**config.mk**
```make
export PLATFORM = sky130hd
export DESIGN_NAME = rr_arb8_enc
export DESIGN_NICKNAME = d
export VERILOG_FILES = /design/src/rtl/rr_arb8_enc.sv
export SDC_FILE = /design/constraint.sdc
export NUM_CORES = 1
export LEC_CHECK = 0
export BUFFER_PORTS_ARGS = -buffer_cell sky130_fd_sc_hd__buf_2
export CAP_MARGIN = 20
export CORE_UTILIZATION = 53
export CTS_CLUSTER_SIZE = 12
export DETAILED_ROUTE_END_ITERATION = 8
export MAX_ROUTING_LAYER = met4
export PLACE_DENSITY = 0.74
export SLEW_MARGIN = 40
export SYNTH_ARGS = -nofsm -noshare
export SYNTH_HDL_FRONTEND = slang
export SYNTH_SLANG_ARGS = --single-unit
```
**constraint.sdc**
```tcl
create_clock -name clk -period 3.35 [get_ports clk]
set_input_delay 0.1675 -clock clk [delete_from_list [all_inputs] [get_ports clk]]
set_output_delay 0.1675 -clock clk [all_outputs]
set_load 0.01 [all_outputs]
```
**src/rtl/rr_arb8_enc.sv**
```systemverilog
// rr_arb8_enc: 8-line round-robin arbiter with one-hot grant and 3-bit encoded index.
// Optional owner hold limit with preemption when RR_ARB8_TIMEOUT_EN is defined.
`default_nettype none

module rr_arb8_enc #(
   parameter int MAX_HOLD = 16
) (
   input  logic       clk,
   input  logic       rst,
   input  logic [7:0] req,
   output logic [7:0] gnt,
   output logic [2:0] gnt_idx,
   output logic       gnt_vld,
   output logic       preempt
);

   typedef enum logic [0:0] {
      IDLE = 1'b0,
      BUSY = 1'b1
   } state_t;

   state_t     state_q, state_d;
   logic [7:0] gnt_q, gnt_d;
   logic [2:0] last_q, last_d;
   logic [2:0] owner;
   logic [7:0] arb_req;
   logic       do_arb;
   logic       found;
   logic [2:0] win;

   if (MAX_HOLD < 2 || MAX_HOLD > 255) begin : g_bad_max_hold
      $error("rr_arb8_enc: MAX_HOLD must be in 2..255");
   end

`ifdef RR_ARB8_TIMEOUT_EN
   localparam logic [7:0] HOLD_LAST = 8'(MAX_HOLD - 1);
   logic [7:0] hold_q, hold_d;
   logic       preempt_q, preempt_d;
`endif

   // Owner index follows the same OR encoding as the downstream 8-to-3 encoder.
   assign owner   = {gnt_q[4] | gnt_q[5] | gnt_q[6] | gnt_q[7],
                     gnt_q[2] | gnt_q[3] | gnt_q[6] | gnt_q[7],
                     gnt_q[1] | gnt_q[3] | gnt_q[5] | gnt_q[7]};
   assign gnt     = gnt_q;
   assign gnt_idx = owner;
   assign gnt_vld = |gnt_q;

   always_comb begin
      state_d = state_q;
      gnt_d   = gnt_q;
      last_d  = last_q;
      arb_req = req;
      do_arb  = 1'b0;
      found   = 1'b0;
      win     = 3'd0;
`ifdef RR_ARB8_TIMEOUT_EN
      hold_d    = hold_q;
      preempt_d = 1'b0;
`endif
      case (state_q)
         IDLE: do_arb = |req;
         BUSY: begin
            if (!req[owner]) begin
               do_arb = 1'b1;
`ifdef RR_ARB8_TIMEOUT_EN
            end else if (hold_q == HOLD_LAST) begin
               do_arb         = 1'b1;
               arb_req[owner] = 1'b0;
               preempt_d      = 1'b1;
            end else begin
               hold_d = hold_q + 8'd1;
`endif
            end
         end
         default: state_d = IDLE;
      endcase

      // Scan starts one past the last winner and wraps modulo 8.
      for (int i = 1; i <= 8; i++) begin
         if (!found && arb_req[last_q + 3'(i)]) begin
            found = 1'b1;
            win   = last_q + 3'(i);
         end
      end

      if (do_arb) begin
         if (found) begin
            state_d = BUSY;
            gnt_d   = 8'b1 << win;
            last_d  = win;
`ifdef RR_ARB8_TIMEOUT_EN
            hold_d  = 8'd0;
         end else if (preempt_d) begin
            hold_d  = 8'd0;
`endif
         end else begin
            state_d = IDLE;
            gnt_d   = 8'h00;
         end
      end
   end

   always_ff @(posedge clk or posedge rst) begin
      if (rst) begin
         state_q <= IDLE;
         gnt_q   <= 8'h00;
         last_q  <= 3'd7;
      end else begin
         state_q <= state_d;
         gnt_q   <= gnt_d;
         last_q  <= last_d;
      end
   end

`ifdef RR_ARB8_TIMEOUT_EN
   always_ff @(posedge clk or posedge rst) begin
      if (rst) begin
         hold_q    <= 8'd0;
         preempt_q <= 1'b0;
      end else begin
         hold_q    <= hold_d;
         preempt_q <= preempt_d;
      end
   end

   assign preempt = preempt_q;
`else
   assign preempt = 1'b0;
`endif

endmodule

`default_nettype wire

```
==> impl_metrics.ini, run 1 <==
[global_route]
antenna_found_initial = 0
grt_pass1_vias = 1328
gr-total-overflow = 0
grt_usage = 0.272
grt_max_degree = 16
grt_pass1_wl_mm = 6.71

[critical_path]
critPathKind = reg2reg
critPathSlowestCell = dfstp_2
cp_data_arrival_time_ns = 3.27
end_kind = flip-flop
cp.required_ns = 3.52
path_cells = inv_1 > ha_1 > inv_1 > mux4_2 > nand4bb_4 > o21ai_0 > o32ai_2 > a22o_1
critPathLaunchType = flip-flop
timing.critical_path.mode_cell = inv_1
cpPeakStageDelay_ns = 0.64
worstPathMaxFanout = 11

[final_layout]
drive_gt1_frac = 0.416
layout_common_cells = buf_2 (21), mux4_2 (13), nand2_1 (11)
diodes = 0
nets = 191
final_common_cell = buf_2
syn2layout_area_growth_pct = 9.81

[yosys]
syn_avg_cell_area_um2 = 10.8
synth_cell_types = 66
postSynthCellCount = 156
yosysTopAreaCell = mux4_2
syn_area_um2 = 1680
syn_nets = 168
yosysSeqAreaShare = 0.181
synth_area_leaders = mux4_2 (17%), dfrtp_1 (13%), dfstp_2 (4.7%), mux2_4 (4.5%), mux2i_1 (3.6%)
async_reset_ff_frac = 1.00
synthFlopType = dfrtp_1
ys_ff_latch = 12
synth.top_cell.area_share = 0.174
yosysWarnings = 0
synth_edf_count = 0

[clock_tree]
cts_setup_buffers = 0
insertion_delay_ns = 0.28
ctsHoldBuffers = 1
cts_tree = yes
clock-sinks = 12
cts-root-buf = clkbuf_4
clkTransAtPathRegs_ns = 0.08
clockBufferDepth = 2
cts-htree-levels = 1
cts-resized-gates = 0
cts_buffers = 3

[floorplan]
die_h_um = 58.4
core_area_um2 = 3030
initial_utilization = 0.556
rows = 20
die_w_um = 58.4
fp.dieArea_um2 = 3400
ioPinCount = 23

[sta]
slew_viol_final = 0
clock-skew-final_ns = 0.00231
final.setup.tns_ns = 0
finalSetupViolCount = 0
rsz0062_at_grt = no
clock.fmax_mhz = 323
fin_crit_ns = 3.10
worstMarginPinSlew_ns = 0.661
period_share = 0.925
final.setup.worst_slack_ns = 0.252
slew_headroom = 0.555
final_hold_viol_count = 0

[place]
dpl.hpwl_mm = 3.08
gp_congestion = 0.970
io_buffers = 21
dp_slack_ns = 0.313

[drt]
ant_nets = 0
avgRoutedWirePerCell_um = 18.2
route.detailed.drc = 0
drt-initial-drc-count = 125
viasPerCell = 6.43
wl_mm = 4.03
drtPass1Iterations = 4
vias = 1427

[job]
drv_cap = 0

[status]
status = completed

[min_path]
hold_class = in2reg
[metrics by stage]
step	area [um2]	hold WS (ns)	cells	utilization
after floorplan	1680	0.0301	156	-
after global placement	1800	0.180	217	0.595
after detailed placement	1800	0.201	217	0.595
after CTS	1850	0.336	222	0.610
after global routing	1850	0.357	222	0.610
final	1850	0.346	222	0.610
[Yosys cell counts, types with 2 or more instances]
cell,instances
o21ai_1,6
mux2_4,5
a22o_1,5
nand2b_1,6
a22oi_1,2
dfstp_2,3
nor3_1,2
inv_1,9
nor4_1,2
buf_6,2
ha_1,2
dfrtp_1,9
nand2_1,11
mux2i_1,6
or4_1,2
mux2_2,3
o211ai_1,3
nor2_1,8
a21oi_1,8
o211a_1,2
xnor2_1,2
clkbuf_1,2
mux4_2,13
[worst max-delay path, delay by kind of cell (launching register included)]
kind,cells,cell delay [ns]
flip-flops,1,0.64
multiplexers,1,0.56
AND/OR/NAND/NOR,1,0.32
adder cells (fa/ha/maj),1,0.41
buffers and inverters,2,0.31
AO/OA/AOI/OAI,3,0.74
[kinds of logic after synthesis]
group                    share of synthesized area
XOR/XNOR                                    0.0350
other                                      0.00223
flip-flops                                   0.181
multiplexers                                 0.310
AND/OR/NAND/NOR                              0.170
adder cells (fa/ha/maj)                     0.0149
AO/OA/AOI/OAI                                0.222
buffers and inverters                       0.0647
[area by class of cell]
class                           instances  area (um2)
Inverter                               10        37.5
Clock buffer                            4        36.3
Timing Repair Buffer                   26         145
Fill cell                             245        1180
Tap cell                               44        55.1
Sequential cell                        12         304
Multi-Input combinational cell        126        1270
[path summary, 6_finish.rpt]
check	start	end	slack, ns	cells after the start
max	last_q[1]	gnt[4]	0.25	8
min	req[7]	state_q	0.35	3
min in group asynchronous	rst	gnt[6]	0.44	3
min reg2reg	gnt[0]	gnt[0]	0.54	2
max in group asynchronous	rst	last_q[0]	2.57	3
max reg2reg	last_q[1]	gnt[4]	0.25	8
[routing by layer]
| metal | wire [um] | part of all wire | global-route usage | up-vias |
|---|---|---|---|---|
| li1 | - | - | - | 661 |
| met1 | 1790 | 0.45 | 0.386 | 698 |
| met2 | 1950 | 0.48 | 0.412 | 64 |
| met3 | 241 | 0.060 | 0.0374 | 4 |
| met4 | 44 | 0.011 | 0.0714 | 0 |
| met5 | 0 | 0 | - | - |
[registers in the layout, summed over array words and instances (netlist names)]
| signal | cells |
|---|---|
| state_q | 1 |
| gnt | 8 |
| last_q | 3 |
Power of run 1 is not shown: default switching activity piles up to over one toggle a cycle in this logic, so the estimate is an artifact.
==> run 2, diff against run 1 <==
--- a/config.mk
+++ b/config.mk
@@ -10,7 +10,6 @@
 export CORE_UTILIZATION = 53
 export CTS_CLUSTER_SIZE = 12
 export DETAILED_ROUTE_END_ITERATION = 8
-export MAX_ROUTING_LAYER = met4
 export PLACE_DENSITY = 0.74
 export SLEW_MARGIN = 40
 export SYNTH_ARGS = -nofsm -noshare
==> run 2 against run 1 <==
Compared with the run above: count of clock-buffer cells in the layout did not move; global-route usage fell by 1.5 points; wire length fell by 1.5%; via count rose by 2.5%; clock skew rose by 0.0024 ns; flip-flop and latch count did not move; critical path depth did not move; first-iteration DRC count fell by 62%; register-to-register slack barely moved; sequential share of layout area rose by 0.090 points; non-clock buffer count did not move; critical endpoint is now gnt[5]; largest cell class unchanged; highest routed layer unchanged.
==> impl_metrics.ini, run 2 (synthesis results as in run 1) <==
[status]
status = completed

[sta]
worstMarginPinSlew_ns = 0.635
rsz0062_at_grt = no
slew_headroom = 0.573
clock-skew-final_ns = 0.00467
slew_viol_final = 0
final_hold_viol_count = 0
finalSetupViolCount = 0
period_share = 0.926
final.setup.tns_ns = 0
clock.fmax_mhz = 322
fin_crit_ns = 3.10

[drt]
route.detailed.drc = 0
avgRoutedWirePerCell_um = 17.9
drt-initial-drc-count = 47
vias = 1463
drtPass1Iterations = 4
viasPerCell = 6.59
wl_mm = 3.97
ant_nets = 0

[critical_path]
cp.required_ns = 3.53
critPathLaunchType = flip-flop
cp_data_arrival_time_ns = 3.28
worstPathMaxFanout = 9
critPathKind = reg2reg
end_kind = flip-flop

[global_route]
grtUsageMet2 = 0.401
grt_pass1_vias = 1399
grt_pass1_wl_mm = 6.62
grt_usage = 0.257
antenna_found_initial = 0
grt_max_degree = 16
grt_util_met3 = 0.0374
gr-total-overflow = 0
busiest_layer = met2
use_met1 = 0.367

[place]
dpl.hpwl_mm = 3.04
io_buffers = 21
gp_congestion = 0.981

[final_layout]
layout_common_cells = buf_2 (21), mux4_2 (13), nand2_1 (11)
final_common_cell = buf_2
drive_gt1_frac = 0.410
syn2layout_area_growth_pct = 9.22
diodes = 0
largest_register_ffs = 8
nets = 191

[job]
drv_cap = 0

[clock_tree]
insertion_delay_ns = 0.28
clock-sinks = 12
cts-htree-levels = 1
cts_setup_buffers = 0
cts_buffers = 3
clkTransAtPathRegs_ns = 0.08
clockBufferDepth = 2
cts-root-buf = clkbuf_4
cts_tree = yes
cts-resized-gates = 0

[floorplan]
fp.dieArea_um2 = 3400
rows = 20
die_w_um = 58.4
ioPinCount = 23
die_h_um = 58.4
core_area_um2 = 3030
initial_utilization = 0.556

[min_path]
hold_class = in2reg
## run 2: cell counts in the layout (fill, tap and decap cells not counted)
Identical to the previous run, type by type.
## run 2: path summary, 6_finish.rpt
check | from | to | slack, ns | cells past startpoint
max in group asynchronous | rst | last_q[0] | 2.57 | 3
worst min register to register | last_q[1] | last_q[1] | 0.53 | 2
worst max register to register | last_q[1] | gnt[5] | 0.25 | 8
worst min-delay path | req[4] | state_q | 0.34 | 3
min in group asynchronous | rst | gnt[4] | 0.43 | 3
worst max-delay path | last_q[1] | gnt[5] | 0.25 | 8
## run 2: routing by layer
layer,vias up,routed length [um]
met5,-,0
met4,0,96
met3,10,193
met2,55,1890
met1,735,1790
li1,663,-
## run 2: layout make-up
class | instances | area [um2]
flip-flops and latches | 12 | 304
fillers | 238 | 1190
clock buffers | 4 | 26.3
repair buffers | 26 | 145
inverters | 10 | 37.5
well taps | 44 | 55.1
multi-input cells | 126 | 1270
## run 2: what timing repair did
item	CTS	global route
hold endpoints to repair	9	0
endpoints found under the setup margin	0	0
hold buffers	1	0
## run 2: per-stage QoR
stage               setup slack (ns)  std cells   util  instance area (um2)  hold WS (ns)
floorplan                     0.0678        156      -                 1680        0.0301
global placement               0.398        217  0.595                 1800         0.185
detailed placement             0.301        217  0.595                 1800         0.195
CTS                            0.276        222  0.607                 1840         0.342
global route                  0.0979        222  0.607                 1840         0.372
finish                         0.249        222  0.607                 1840         0.336
## run 2: critical path: stages, from the launching register on
cell and delay [ns]:
dfstp_2 0.62, inv_1 0.10, ha_1 0.42, inv_1 0.20, mux4_2 0.56, nand4bb_4 0.32
o21ai_0 0.34, o32ai_2 0.20, a22o_1 0.22
Power of run 2 is left out for the same reason.
==> run 3, diff against run 2 <==
--- a/config.mk
+++ b/config.mk
@@ -7,7 +7,7 @@
 export LEC_CHECK = 0
 export BUFFER_PORTS_ARGS = -buffer_cell sky130_fd_sc_hd__buf_2
 export CAP_MARGIN = 20
-export CORE_UTILIZATION = 53
+export CORE_UTILIZATION = 55
 export CTS_CLUSTER_SIZE = 12
 export DETAILED_ROUTE_END_ITERATION = 8
 export PLACE_DENSITY = 0.74
@@ -15,3 +15,4 @@
 export SYNTH_ARGS = -nofsm -noshare
 export SYNTH_HDL_FRONTEND = slang
 export SYNTH_SLANG_ARGS = --single-unit
+export TNS_END_PERCENT = 20
==> constraint.sdc (replaced) <==
create_clock -name clk -period 3.5 [get_ports clk]
set_input_delay 0.175 -clock clk [delete_from_list [all_inputs] [get_ports clk]]
set_output_delay 0.175 -clock clk [all_outputs]
set_load 0.01 [all_outputs]
==> run 3 against run 2 <==
Compared with the run above: the flow now finishes with violations (design-rule violations); utilization increased by 3.8 points; clock skew increased by 0.0018 ns; wire length grew 3.9%; critical endpoint is now gnt[7].
==> impl_metrics.ini, run 3 (synthesis results as in run 1) <==
[sta]
clock.fmax_mhz = 322
worstMarginPinSlew_ns = 0.685
clock-skew-final_ns = 0.00644
period_share = 0.886
slew_viol_final = 0
finalSetupViolCount = 0
fin_crit_ns = 3.10
slew_headroom = 0.539
final_hold_viol_count = 0
final.setup.tns_ns = 0
rsz0062_at_grt = no

[drt]
route.detailed.drc = 2
wl_met3_um = 203
ant_nets = 0
viasPerCell = 6.77
route.met2.wl_mm = 2.07
wl_met1_mm = 1.84
drt-initial-drc-count = 67
drtPass1Iterations = 7
top_layer_used = met4
avgRoutedWirePerCell_um = 19.8
vias = 1409
wl_mm = 4.12

[critical_path]
cp.required_ns = 3.65
cp_data_arrival_time_ns = 3.25
critPathLaunchType = flip-flop
critPathKind = reg2reg
worstPathMaxFanout = 8
end_kind = flip-flop
r2r_slack_ns = 0.40

[place]
io_buffers = 21
dpl.hpwl_mm = 3.12
gp_congestion = 0.904

[global_route]
gr-total-overflow = 0
grt_max_degree = 17
grt_pass1_wl_mm = 7.01
grt_usage = 0.279
antenna_found_initial = 0
grt_pass1_vias = 1361

[job]
drv_cap = 0

[clock_tree]
cts-resized-gates = 0
clkTransAtPathRegs_ns = 0.08
cts-root-buf = clkbuf_4
cts_setup_buffers = 0
clockBufferDepth = 2
clock-sinks = 12
ctsHoldBuffers = 1
cts_buffers = 3
cts-htree-levels = 1
cts_tree = yes
insertion_delay_ns = 0.26

[final_layout]
diodes = 0
final_common_cell = buf_2
largest_register_ffs = 8
nets = 190
drive_gt1_frac = 0.412
layout_common_cells = buf_2 (21), mux4_2 (13), nand2_1 (11)
syn2layout_area_growth_pct = 8.40

[floorplan]
rows = 19
initial_utilization = 0.595
core_area_um2 = 2830
fp.dieArea_um2 = 3290
die_h_um = 57.3
die_w_um = 57.3
ioPinCount = 23

[min_path]
hold_class = in2reg

[status]
status = finished with violations
violations = design-rule violations
run 3: cell count changes in the layout (fill, tap and decap cells not counted), sizes merged:
cell	change
buf	-1
run 3: worst max-delay path, cell delays in order (launching register included):
cell and delay [ns]:
dfstp_2 0.60, inv_1 0.10, ha_1 0.28, xnor2_2 0.38
mux4_2 0.61, nand2b_1 0.18, o211a_1 0.23, o32a_2 0.41
a22o_1 0.19
run 3: final timing paths:
path                                  end  cells past startpoint       from
worst max-delay path               gnt[7]                      8  last_q[1]
worst min-delay path              state_q                      3     req[7]
worst max register to register     gnt[7]                      8  last_q[1]
worst min register to register  last_q[1]                      2  last_q[1]
max in group asynchronous       last_q[0]                      3        rst
min in group asynchronous          gnt[5]                      3        rst
run 3: per-stage QoR:
step / hold WS [ns] / area (um2) / instances / setup WS, ns / util
after floorplan: 0.0376 / 1680 / 156 / 0.218 / -
after global routing: 0.423 / 1820 / 208 / 0.192 / 0.645
after global placement: 0.191 / 1780 / 203 / 0.537 / 0.628
final: 0.366 / 1820 / 208 / 0.398 / 0.645
after CTS: 0.366 / 1820 / 208 / 0.442 / 0.645
after detailed placement: 0.201 / 1780 / 203 / 0.450 / 0.628
run 3: routing by layer:
layer | up-vias | GRT usage
li1 | 661 | -
met1 | 697 | 0.418
met2 | 49 | 0.461
met3 | 2 | 0.0204
met4 | 0 | 0.0348
met5 | - | 0
run 3: final cells by class:
type | count | area [um2]
well taps | 31 | 38.8
clock buffers | 4 | 36.3
repair buffers | 25 | 138
inverters | 10 | 37.5
multi-input cells | 126 | 1270
flip-flops and latches | 12 | 304
fillers | 226 | 1000
Power of run 3 is left out for the same reason.
